==> src/rtl/load_store_unit_if.sv <==
// Pipeline-side request/response bundle for the load/store unit.
// The pipeline drives through the master modport; the unit uses the slave modport.
interface load_store_unit_if #(
    parameter int ADDR_WIDTH = 32,
    parameter int DATA_WIDTH = 32
);
    logic                  req_valid;
    logic                  req_ready;
    logic                  req_write;
    logic [1:0]            req_size;
    logic                  req_signed;
    logic [ADDR_WIDTH-1:0] req_addr;
    logic [DATA_WIDTH-1:0] req_wdata;
    logic                  resp_valid;
    logic [DATA_WIDTH-1:0] resp_rdata;
    logic                  resp_error;
    logic                  busy;

    modport master (
        output req_valid, req_write, req_size, req_signed, req_addr, req_wdata,
        input  req_ready, resp_valid, resp_rdata, resp_error, busy
    );

    modport slave (
        input  req_valid, req_write, req_size, req_signed, req_addr, req_wdata,
        output req_ready, resp_valid, resp_rdata, resp_error, busy
    );
endinterface

==> src/rtl/load_store_unit.sv <==
// Load/store unit: one request at a time, big-endian sub-word lanes,
// read-modify-write for sub-word stores, and a bounded wait on the data cache.
module load_store_unit #(
    parameter int ADDR_WIDTH = 32,
    parameter int DATA_WIDTH = 32,
    parameter int TIMEOUT    = 1023
) (
    input  logic                  clk,
    input  logic                  rst_n,
    load_store_unit_if.slave      req_if,
    output logic [ADDR_WIDTH-1:0] cache_addr,
    output logic [DATA_WIDTH-1:0] cache_write_data,
    output logic                  cache_memwrite,
    output logic                  cache_enable,
    input  logic [DATA_WIDTH-1:0] cache_read_data,
    input  logic                  cache_write_finished,
    input  logic                  cache_read_finished
);
    localparam int CW = $clog2(TIMEOUT + 1);

    typedef enum logic [2:0] {
        IDLE     = 3'd0,
        RD_ISSUE = 3'd1,
        RD_WAIT  = 3'd2,
        WR_ISSUE = 3'd3,
        WR_WAIT  = 3'd4,
        RESP     = 3'd5
    } state_t;

    state_t                state_q;
    logic                  ready_q;
    logic                  write_q;
    logic [1:0]            size_q;
    logic                  signed_q;
    logic [1:0]            off_q;
    logic [DATA_WIDTH-1:0] wdata_q;
    logic [CW-1:0]         cnt_q;
    logic                  resp_valid_q;
    logic [DATA_WIDTH-1:0] resp_rdata_q;
    logic                  resp_error_q;
    logic [ADDR_WIDTH-1:0] cache_addr_q;
    logic [DATA_WIDTH-1:0] cache_wdata_q;
    logic                  cache_memwrite_q;
    logic                  cache_enable_q;

    logic                  fault_s;
    logic                  word_store_s;
    logic                  timeout_s;

    // Lane 0 is the most significant byte; the selected lane is right-justified.
    function automatic logic [31:0] load_extract(input logic [31:0] w, input logic [1:0] size,
                                                 input logic [1:0] off, input logic sgn);
        logic [7:0]  b;
        logic [15:0] h;
        logic [31:0] r;
        case (off)
            2'd0:    b = w[31:24];
            2'd1:    b = w[23:16];
            2'd2:    b = w[15:8];
            default: b = w[7:0];
        endcase
        h = off[1] ? w[15:0] : w[31:16];
        case (size)
            2'b00:   r = {{24{sgn & b[7]}}, b};
            2'b01:   r = {{16{sgn & h[15]}}, h};
            default: r = w;
        endcase
        return r;
    endfunction

    function automatic logic [31:0] store_merge(input logic [31:0] w, input logic [1:0] size,
                                                input logic [1:0] off, input logic [31:0] wd);
        logic [31:0] r;
        r = w;
        case (size)
            2'b00: begin
                case (off)
                    2'd0:    r[31:24] = wd[7:0];
                    2'd1:    r[23:16] = wd[7:0];
                    2'd2:    r[15:8]  = wd[7:0];
                    default: r[7:0]   = wd[7:0];
                endcase
            end
            2'b01: begin
                if (off[1]) r[15:0]  = wd[15:0];
                else        r[31:16] = wd[15:0];
            end
            default: r = wd;
        endcase
        return r;
    endfunction

    // Request classification for the accept decision.
    always_comb begin
        fault_s      = 1'b0;
        word_store_s = 1'b0;
        case (req_if.req_size)
            2'b00:   fault_s = 1'b0;
            2'b01:   fault_s = req_if.req_addr[0];
            2'b10:   fault_s = (req_if.req_addr[1:0] != 2'b00);
            default: fault_s = 1'b1;
        endcase
        if (req_if.req_write && (req_if.req_size == 2'b10)) word_store_s = 1'b1;
        else                                                 word_store_s = 1'b0;
    end

    assign timeout_s = (cnt_q == CW'(TIMEOUT - 1));

    // Control FSM; every output is a register updated here.
    always_ff @(posedge clk or negedge rst_n) begin
        if (!rst_n) begin
            state_q          <= IDLE;
            ready_q          <= 1'b1;
            write_q          <= 1'b0;
            size_q           <= 2'b00;
            signed_q         <= 1'b0;
            off_q            <= 2'b00;
            wdata_q          <= '0;
            cnt_q            <= '0;
            resp_valid_q     <= 1'b0;
            resp_rdata_q     <= '0;
            resp_error_q     <= 1'b0;
            cache_addr_q     <= '0;
            cache_wdata_q    <= '0;
            cache_memwrite_q <= 1'b0;
            cache_enable_q   <= 1'b0;
        end else begin
            resp_valid_q   <= 1'b0;
            cache_enable_q <= 1'b0;
            case (state_q)
                IDLE: begin
                    if (req_if.req_valid) begin
                        ready_q  <= 1'b0;
                        write_q  <= req_if.req_write;
                        size_q   <= req_if.req_size;
                        signed_q <= req_if.req_signed;
                        off_q    <= req_if.req_addr[1:0];
                        wdata_q  <= req_if.req_wdata;
                        if (fault_s) begin
                            state_q      <= RESP;
                            resp_valid_q <= 1'b1;
                            resp_error_q <= 1'b1;
                            resp_rdata_q <= '0;
                        end else begin
                            state_q          <= word_store_s ? WR_ISSUE : RD_ISSUE;
                            cache_enable_q   <= 1'b1;
                            cache_memwrite_q <= word_store_s;
                            cache_addr_q     <= {req_if.req_addr[ADDR_WIDTH-1:2], 2'b00};
                            cache_wdata_q    <= word_store_s ? req_if.req_wdata : '0;
                        end
                    end
                end
                RD_ISSUE: begin
                    state_q <= RD_WAIT;
                    cnt_q   <= '0;
                end
                RD_WAIT: begin
                    if (cache_read_finished) begin
                        if (write_q) begin
                            // Sub-word store: write back the merged word at the same address.
                            state_q          <= WR_ISSUE;
                            cache_enable_q   <= 1'b1;
                            cache_memwrite_q <= 1'b1;
                            cache_wdata_q    <= store_merge(cache_read_data, size_q, off_q, wdata_q);
                        end else begin
                            state_q      <= RESP;
                            resp_valid_q <= 1'b1;
                            resp_error_q <= 1'b0;
                            resp_rdata_q <= load_extract(cache_read_data, size_q, off_q, signed_q);
                        end
                    end else if (timeout_s) begin
                        state_q      <= RESP;
                        resp_valid_q <= 1'b1;
                        resp_error_q <= 1'b1;
                        resp_rdata_q <= '0;
                    end else begin
                        cnt_q <= cnt_q + 1'b1;
                    end
                end
                WR_ISSUE: begin
                    state_q <= WR_WAIT;
                    cnt_q   <= '0;
                end
                WR_WAIT: begin
                    if (cache_write_finished || timeout_s) begin
                        state_q          <= RESP;
                        cache_memwrite_q <= 1'b0;
                        resp_valid_q     <= 1'b1;
                        resp_error_q     <= !cache_write_finished;
                        resp_rdata_q     <= '0;
                    end else begin
                        cnt_q <= cnt_q + 1'b1;
                    end
                end
                RESP: begin
                    state_q      <= IDLE;
                    ready_q      <= 1'b1;
                    resp_error_q <= 1'b0;
                    resp_rdata_q <= '0;
                end
                default: begin
                    state_q <= IDLE;
                    ready_q <= 1'b1;
                end
            endcase
        end
    end

    assign req_if.req_ready  = ready_q;
    assign req_if.busy       = ~ready_q;
    assign req_if.resp_valid = resp_valid_q;
    assign req_if.resp_rdata = resp_rdata_q;
    assign req_if.resp_error = resp_error_q;
    assign cache_addr        = cache_addr_q;
    assign cache_write_data  = cache_wdata_q;
    assign cache_memwrite    = cache_memwrite_q;
    assign cache_enable      = cache_enable_q;
endmodule

==> src/flat_wrapper.sv <==
// flat-port wrapper written by rule: the top's interface ports become plain ports
module load_store_unit_flat 
#(
    parameter int ADDR_WIDTH = 32,
    parameter int DATA_WIDTH = 32,
    parameter int TIMEOUT    = 1023
)
  (clk, rst_n, cache_addr, cache_write_data, cache_memwrite, cache_enable, cache_read_data, cache_write_finished, cache_read_finished, req_if_req_valid, req_if_req_write, req_if_req_size, req_if_req_signed, req_if_req_addr, req_if_req_wdata, req_if_req_ready, req_if_resp_valid, req_if_resp_rdata, req_if_resp_error, req_if_busy);
  load_store_unit_if #(.ADDR_WIDTH(ADDR_WIDTH), .DATA_WIDTH(DATA_WIDTH)) req_if_i ();
  input  logic clk;
  input  logic rst_n;
  output logic [ADDR_WIDTH-1:0] cache_addr;
  output logic [DATA_WIDTH-1:0] cache_write_data;
  output logic cache_memwrite;
  output logic cache_enable;
  input  logic [DATA_WIDTH-1:0] cache_read_data;
  input  logic cache_write_finished;
  input  logic cache_read_finished;
  input wire logic [$bits(req_if_i.req_valid)-1:0] req_if_req_valid;
  input wire logic [$bits(req_if_i.req_write)-1:0] req_if_req_write;
  input wire logic [$bits(req_if_i.req_size)-1:0] req_if_req_size;
  input wire logic [$bits(req_if_i.req_signed)-1:0] req_if_req_signed;
  input wire logic [$bits(req_if_i.req_addr)-1:0] req_if_req_addr;
  input wire logic [$bits(req_if_i.req_wdata)-1:0] req_if_req_wdata;
  output wire logic [$bits(req_if_i.req_ready)-1:0] req_if_req_ready;
  output wire logic [$bits(req_if_i.resp_valid)-1:0] req_if_resp_valid;
  output wire logic [$bits(req_if_i.resp_rdata)-1:0] req_if_resp_rdata;
  output wire logic [$bits(req_if_i.resp_error)-1:0] req_if_resp_error;
  output wire logic [$bits(req_if_i.busy)-1:0] req_if_busy;
  assign req_if_i.req_valid = req_if_req_valid;
  assign req_if_i.req_write = req_if_req_write;
  assign req_if_i.req_size = req_if_req_size;
  assign req_if_i.req_signed = req_if_req_signed;
  assign req_if_i.req_addr = req_if_req_addr;
  assign req_if_i.req_wdata = req_if_req_wdata;
  assign req_if_req_ready = req_if_i.req_ready;
  assign req_if_resp_valid = req_if_i.resp_valid;
  assign req_if_resp_rdata = req_if_i.resp_rdata;
  assign req_if_resp_error = req_if_i.resp_error;
  assign req_if_busy = req_if_i.busy;
  load_store_unit #(.ADDR_WIDTH(ADDR_WIDTH), .DATA_WIDTH(DATA_WIDTH), .TIMEOUT(TIMEOUT)) u_core (.clk(clk), .rst_n(rst_n), .req_if(req_if_i), .cache_addr(cache_addr), .cache_write_data(cache_write_data), .cache_memwrite(cache_memwrite), .cache_enable(cache_enable), .cache_read_data(cache_read_data), .cache_write_finished(cache_write_finished), .cache_read_finished(cache_read_finished));
endmodule
==> config.mk <==
export PLATFORM = sky130hd
export DESIGN_NAME = load_store_unit_flat
export DESIGN_NICKNAME = d
export VERILOG_FILES = /design/src/rtl/load_store_unit_if.sv /design/src/rtl/load_store_unit.sv /design/src/flat_wrapper.sv
export SDC_FILE = /design/constraint.sdc
export NUM_CORES = 1
export LEC_CHECK = 0
export CORE_MARGIN = 5
export CORE_UTILIZATION = 49
export CTS_CLUSTER_DIAMETER = 50
export DETAILED_ROUTE_END_ITERATION = 10
export GPL_ROUTABILITY_DRIVEN = 0
export PLACE_DENSITY = 0.8
export SYNTH_ARGS = -nofsm -noshare
export SYNTH_HDL_FRONTEND = slang
export SYNTH_SLANG_ARGS = --single-unit
==> constraint.sdc <==
create_clock -name clk -period 2.7 [get_ports clk]
set_clock_uncertainty 0.2 [all_clocks]
set_input_delay 0.675 -clock clk [delete_from_list [all_inputs] [get_ports clk]]
set_output_delay 0.675 -clock clk [all_outputs]
set_load 0.02 [all_outputs]
# Word-level counts from Yosys, hierarchy flattened
# Cells that the tools add are included.
# totals
register_bits	150
# op_classes
n_addsub	1
n_eq_ne	22
n_mux	67
n_bitwise	5
reduce_logical	23
# op_table
op	n
2-to-1 mux 32 bit	11
one-hot mux 32 bit (2 select lines)	3
one-hot mux 32 bit (4 select lines)	1
2-to-1 mux 8 bit	7
2-to-1 mux 16 bit	3
2-to-1 mux 10 bit	3
one-hot mux 10 bit (3 select lines)	1
one-hot mux 8 bit (3 select lines)	1
2-to-1 mux 1 bit	23
2-to-1 mux 3 bit	6
one-hot mux 3 bit (5 select lines)	1
!= test 2 bit (second input constant)	6
AND reduction 6 bit	2
adder 10 x 1 -> 10 bit (second input constant)	1
== test 10 bit (second input constant)	1
one-hot mux 1 bit (3 select lines)	3
== test 2 x 1 -> 1 bit (second input constant)	3
== test 3 x 2 -> 1 bit (second input constant)	2
== test 3 bit (second input constant)	2
zero test 2 bit	3
!= test 2 x 1 -> 1 bit (second input constant)	3
AND reduction 3 bit	2
nonzero test 3 bit	2
AND reduction 5 bit	1
20 further kinds	27

# Longest topological paths before layout
# logic_depth
ltp_word	10
ltp_mapped	8
ltp_nobuf	6

# Worst setup path after synthesis
# OpenSTA, ideal clock, no wires.
# synth_path
path_type	input port to flip-flop
from	input port cache_read_finished
to	register u_core.cnt_q[9]
setup_ns	0.079
arrival_time_ns	2.038
required_ns	2.421
path_slack_ns	0.383
path_stages	6
path_cell_list	clkbuf_1 nand2b_1 a21o_1 clkbuf_2 a2111oi_0 mux2i_1
# synth_between
elab_chain_len	2
# synth_rtl
element	line_no	text
start, declared	flat_wrapper.sv:18	input logic cache_read_finished;
!= test 2 bit (no source line)	--	
AND reduction 4 bit (no source line)	--	
end signal, assigned	load_store_unit.sv:177	cnt_q <= cnt_q + 1'b1;
end signal, assigned	load_store_unit.sv:192	cnt_q <= cnt_q + 1'b1;
end, declared	load_store_unit.sv:37	logic [CW-1:0] cnt_q;
# Every way passes these cells.
# A chain may end at the register's enable or synchronous reset.

# Final worst setup path
# layout_path
from	register u_core.ready_q (netlist: u_core.req_if.req_ready)
to	output port req_if_req_ready
# layout_rtl
element	line_no	text
start, declared	load_store_unit.sv:31	logic ready_q;
start signal, assigned	load_store_unit.sv:113	ready_q <= 1'b1;
start signal, assigned	load_store_unit.sv:133	ready_q <= 1'b0;
start signal, assigned	load_store_unit.sv:197	ready_q <= 1'b1;
end, declared	flat_wrapper.sv:25	output wire logic [$bits(req_if_i.req_ready)-1:0] req_if_req_ready;
# No word-level cell between the ends.

==> report_table.html <==
<table>
<tr><th>Metric</th><th>Value</th></tr>
<tr><th colspan="2">Power and ir drop</th></tr>
<tr><td>Leakage Power</td><td>4.607 nW</td></tr>
<tr><td>Power density of the placed cells</td><td>between 1000 and 1500 nW/um2</td></tr>
<tr><td>Maximum vdd drop</td><td>0.6115 mV</td></tr>
<tr><th colspan="2">STA</th></tr>
<tr><td>Final Hold Vio Count</td><td>1</td></tr>
<tr><td>Final worst-path cycle share</td><td>90.95%</td></tr>
<tr><td>Setup repair after global routing missed its margin</td><td>false</td></tr>
<tr><td>Final setup violation count</td><td>0</td></tr>
<tr><td>Shortest period the worst path allows</td><td>around 2.5 ns</td></tr>
<tr><td>Max-slew violation count</td><td>0</td></tr>
<tr><td>Worst hold slack</td><td>-0.003001 ns</td></tr>
<tr><td>Worst Slack Setup Final</td><td>0.2444 ns</td></tr>
<tr><td>Slew at the pin closest to its max-slew limit</td><td>around 0.99 ns</td></tr>
<tr><td>Setup TNS</td><td>0 ns</td></tr>
<tr><td>Fmax achieved</td><td>407.2 MHz</td></tr>
<tr><td>Headroom to the max-slew limit</td><td>about 34%</td></tr>
<tr><th colspan="2">Global routing</th></tr>
<tr><td>GRT Total Usage</td><td>26.91%</td></tr>
<tr><td>Final global-route overflow total</td><td>0</td></tr>
<tr><td>Vias in the first global route</td><td>between 7000 and 8000</td></tr>
<tr><td>Maximum number of pins on one net before global-route repair</td><td>50</td></tr>
<tr><td>Initial antenna violation count</td><td>0</td></tr>
<tr><td>Wire length of the first global-routing pass</td><td>39230 um</td></tr>
<tr><th colspan="2">Synth</th></tr>
<tr><td>Proportion of register bits with asynchronous set or reset after synthesis</td><td>between 90% and 100%</td></tr>
<tr><td>Dominant register cell in the synthesized netlist</td><td>sky130_fd_sc_hd__dfrtp_1</td></tr>
<tr><td>Post-synth design cell area</td><td>around 8000 um2</td></tr>
<tr><td>Part of the Yosys area used for sequential elements</td><td>a little under half</td></tr>
<tr><td>Yosys warnings</td><td>0</td></tr>
<tr><td>Gate count of the mapped netlist</td><td>around 800</td></tr>
<tr><td>Mean instance size in the synthesized netlist</td><td>between 9 and 10 um2</td></tr>
<tr><td>Cell variety after synth</td><td>about 70</td></tr>
<tr><td>Total of flip-flops plus latches after synthesis</td><td>150</td></tr>
<tr><td>Post-synth EDFFs</td><td>0</td></tr>
<tr><th colspan="2">Worst setup path</th></tr>
<tr><td>Required time worst endpoint</td><td>between 1.5 and 2 ns</td></tr>
<tr><td>Register-to-register setup slack</td><td>roughly 0.27 ns</td></tr>
<tr><td>Buffering stage count on the worst path with inverters included</td><td>1</td></tr>
<tr><td>Crit path kind</td><td>register to primary output</td></tr>
<tr><td>Largest fanout on the critical path</td><td>4</td></tr>
<tr><td>Worst setup path startpoint</td><td>u_core.req_if.req_ready$_DFFE_PN1P_</td></tr>
<tr><td>Worst R2R Start</td><td>u_core.off_q[0]$_DFFE_PN0P_</td></tr>
<tr><td>Crit-path max cell delay</td><td>0.61 ns</td></tr>
<tr><td>Slowest cell on the critical path</td><td>sky130_fd_sc_hd__clkdlybuf4s50_1</td></tr>
<tr><td>Arrival time of the worst setup path</td><td>1.58 ns</td></tr>
<tr><td>Top delay family on crit path</td><td>buffers and inverters</td></tr>
<tr><td>Cell breakdown of the critical path</td><td>clkdlybuf4s50_1</td></tr>
<tr><td>CP endpoint kind</td><td>primary output</td></tr>
<tr><td>Kind of launch point of the worst setup path</td><td>register</td></tr>
<tr><th colspan="2">Status</th></tr>
<tr><td>Failing checks</td><td>hold timing</td></tr>
<tr><td>Outcome</td><td>complete, but fails checks</td></tr>
<tr><th colspan="2">Placed design</th></tr>
<tr><td>Number of placed instances with taps included</td><td>between 1000 and 1500</td></tr>
<tr><td>Minimum setup slack after placement</td><td>-0.02357 ns</td></tr>
<tr><td>Count of input and output buffers</td><td>between 200 and 250</td></tr>
<tr><td>Placed instance area</td><td>around 10000 um2</td></tr>
<tr><td>Half-perimeter wire length of the detailed placement result</td><td>roughly 18000 um</td></tr>
<tr><th colspan="2">Routing</th></tr>
<tr><td>Final ANT Viol Nets</td><td>0</td></tr>
<tr><td>Routed length per placed instance</td><td>approximately 21 um</td></tr>
<tr><td>DR DRC count</td><td>0</td></tr>
<tr><td>First drt pass iteration count</td><td>7</td></tr>
<tr><td>Post-Route WL</td><td>~26000 um</td></tr>
<tr><td>Starting DRT DRC Count</td><td>733</td></tr>
<tr><td>Total via count after detailed routing</td><td>7367</td></tr>
<tr><td>Via count normalized by instance count</td><td>about 6.0</td></tr>
<tr><th colspan="2">Final layout</th></tr>
<tr><td>Fill cell instance count of the final layout</td><td>~1200</td></tr>
<tr><td>Post-synthesis to final-layout area growth</td><td>38.79%</td></tr>
<tr><td>Proportion of layout cells with a drive suffix above 1</td><td>~17%</td></tr>
<tr><td>Highest-count cells in the layout ignoring fill and taps</td><td>203 x sky130_fd_sc_hd__clkdlybuf4s50_1, 148 x sky130_fd_sc_hd__dfrtp_1, 129 x sky130_fd_sc_hd__nand2_1, 49 x sky130_fd_sc_hd__mux2_2, 43 x sky130_fd_sc_hd__buf_4</td></tr>
<tr><td>Post-route standard cell area excluding fillers</td><td>11080 um2</td></tr>
<tr><td>Final std cells w/o fill</td><td>approximately 1200</td></tr>
<tr><td>Net count reported at finish</td><td>approximately 1100</td></tr>
<tr><td>Commonest non-fill, non-tap cell in the layout</td><td>sky130_fd_sc_hd__clkdlybuf4s50_1</td></tr>
<tr><td>Diode insertion count for antenna repair</td><td>0</td></tr>
<tr><th colspan="2">Clock network</th></tr>
<tr><td>Post-CTS setup-driven buffer insertion count</td><td>0</td></tr>
<tr><td>Cell at the root of the clock tree</td><td>sky130_fd_sc_hd__clkbuf_16</td></tr>
<tr><td>Cts repair resizes</td><td>0</td></tr>
<tr><td>Clock Tree Buf Depth</td><td>2</td></tr>
<tr><td>Number of levels in the clock H-tree</td><td>4</td></tr>
<tr><td>Hold buffer count at CTS</td><td>0</td></tr>
<tr><td>TritonCTS clock tree</td><td>done</td></tr>
<tr><td>Clk slew on worst S/H paths</td><td>~0.060 ns</td></tr>
<tr><td>Number of buffers created by CTS</td><td>17</td></tr>
<tr><td># clock sinks</td><td>150</td></tr>
<tr><td>Insertion delay of the later-clocked pin in the worst-skew pair</td><td>0.42 ns</td></tr>
<tr><th colspan="2">Floorplan</th></tr>
<tr><td>Row Count</td><td>46</td></tr>
<tr><td>Initial cell density of the core</td><td>about half</td></tr>
<tr><td>Die W</td><td>between 100 and 150 um</td></tr>
<tr><td>Core outline area</td><td>approximately 16000 um2</td></tr>
<tr><td>Area enclosed by the die boundary</td><td>between 15000 and 20000 um2</td></tr>
<tr><td>Number of primary I/O pins</td><td>207</td></tr>
<tr><td>Die Height</td><td>between 100 and 150 um</td></tr>
<tr><th colspan="2">Run</th></tr>
<tr><td>MaxCap Viol Count</td><td>0</td></tr>
<tr><th colspan="2">Worst hold path</th></tr>
<tr><td>Hold WC Path Type</td><td>input port to async pin</td></tr>
</table>
[flip-flops by register name, indices dropped and copies added (netlist names), 2 cells and up]
name and count:
u_core.cache_addr 30, u_core.req_if.resp_rdata 32, u_core.off_q 2, u_core.wdata_q 32, u_core.cnt_q 10, u_core.state_q 3, u_core.cache_write_data 32, u_core.size_q 2
[where the power goes]
part	switching, mW	internal [mW]
combinational	3.18	2.75
sequential	0.838	3.14
clock	0.988	1.58
[synth_stat cells (7+ instances only)]
cell,instances,area [um2]
sky130_fd_sc_hd__a22o_1,16,140.1
sky130_fd_sc_hd__o2bb2ai_1,15,131.4
sky130_fd_sc_hd__mux2_2,49,551.8
sky130_fd_sc_hd__a211oi_1,7,52.55
sky130_fd_sc_hd__or3b_2,7,61.31
sky130_fd_sc_hd__a21oi_1,28,140.1
sky130_fd_sc_hd__nand3_1,17,85.08
sky130_fd_sc_hd__nor2_1,10,37.54
sky130_fd_sc_hd__o211ai_1,11,82.58
sky130_fd_sc_hd__dfrtp_1,149,3729
sky130_fd_sc_hd__o21a_1,12,90.09
sky130_fd_sc_hd__buf_2,24,120.1
sky130_fd_sc_hd__a32oi_1,8,70.07
sky130_fd_sc_hd__mux2i_1,14,140.1
sky130_fd_sc_hd__nand2_1,129,484.2
sky130_fd_sc_hd__o31ai_1,9,67.56
sky130_fd_sc_hd__nor3b_1,8,60.06
sky130_fd_sc_hd__o21ai_0,41,205.2
sky130_fd_sc_hd__nand2b_1,40,250.2
sky130_fd_sc_hd__clkbuf_1,33,123.9
sky130_fd_sc_hd__inv_1,10,37.54
sky130_fd_sc_hd__nor3_1,25,125.1
sky130_fd_sc_hd__a31oi_1,24,150.1
sky130_fd_sc_hd__a222oi_1,7,70.07
[per-stage QoR]
step	hold WS (ns)	util (%)	total power [mW]
3_3_place_gp	0.2570	65.49	9.707
6_report	-0.003001	69.49	12.48
4_1_cts	0.01383	69.49	12.46
3_5_place_dp	0.2607	65.49	9.817
5_1_grt	0.02504	69.49	13.15
2_1_floorplan	0.1794	-	7.451
[layer usage]
metal  wire length [um]  up-vias  track usage [%]
met4                949        0            12.20
li1                   -     3371                -
met1              10420     3527            35.81
met5                  0        -                0
met3               2503       76            7.706
met2              11800      393            40.75
[area by class of cell]
cell class              count  area, um2  share of cell area [%]
flip-flops and latches    150       3756                   33.90
repair buffers            254       2506                   22.62
well taps                 216      270.3                   2.439
clock inverters            14      198.9                   1.796
multi-input cells         572       3867                   34.91
clock buffers              18      439.2                   3.964
inverters                  11      41.29                  0.3727
[cells by family after synthesis]
group | count (synthesis) | synth area share, %
AND/OR/NAND/NOR | 273 | 17.57
AO/OA/AOI/OAI | 232 | 21.74
flip-flops | 150 | 47.04
buffers and inverters | 81 | 4.624
multiplexers | 63 | 8.668
adder cells (fa/ha/maj) | 2 | 0.3134
other | 1 | 0.04698
[worst paths after layout]
path	to	cells past startpoint
max	req_if_req_ready	1
max in group asynchronous	u_core.size_q[1]$_DFFE_PN0P_	2
min reg2reg	u_core.cache_addr[17]$_DFFE_PN0P_	2
max reg2reg	u_core.req_if.resp_rdata[11]$_DFFE_PN0P_	4
min in group clk	u_core.cache_addr[17]$_DFFE_PN0P_	2
min	u_core.cnt_q[5]$_DFFE_PN0P_	1
No activity file was read; power rests on OpenSTA's default activity.
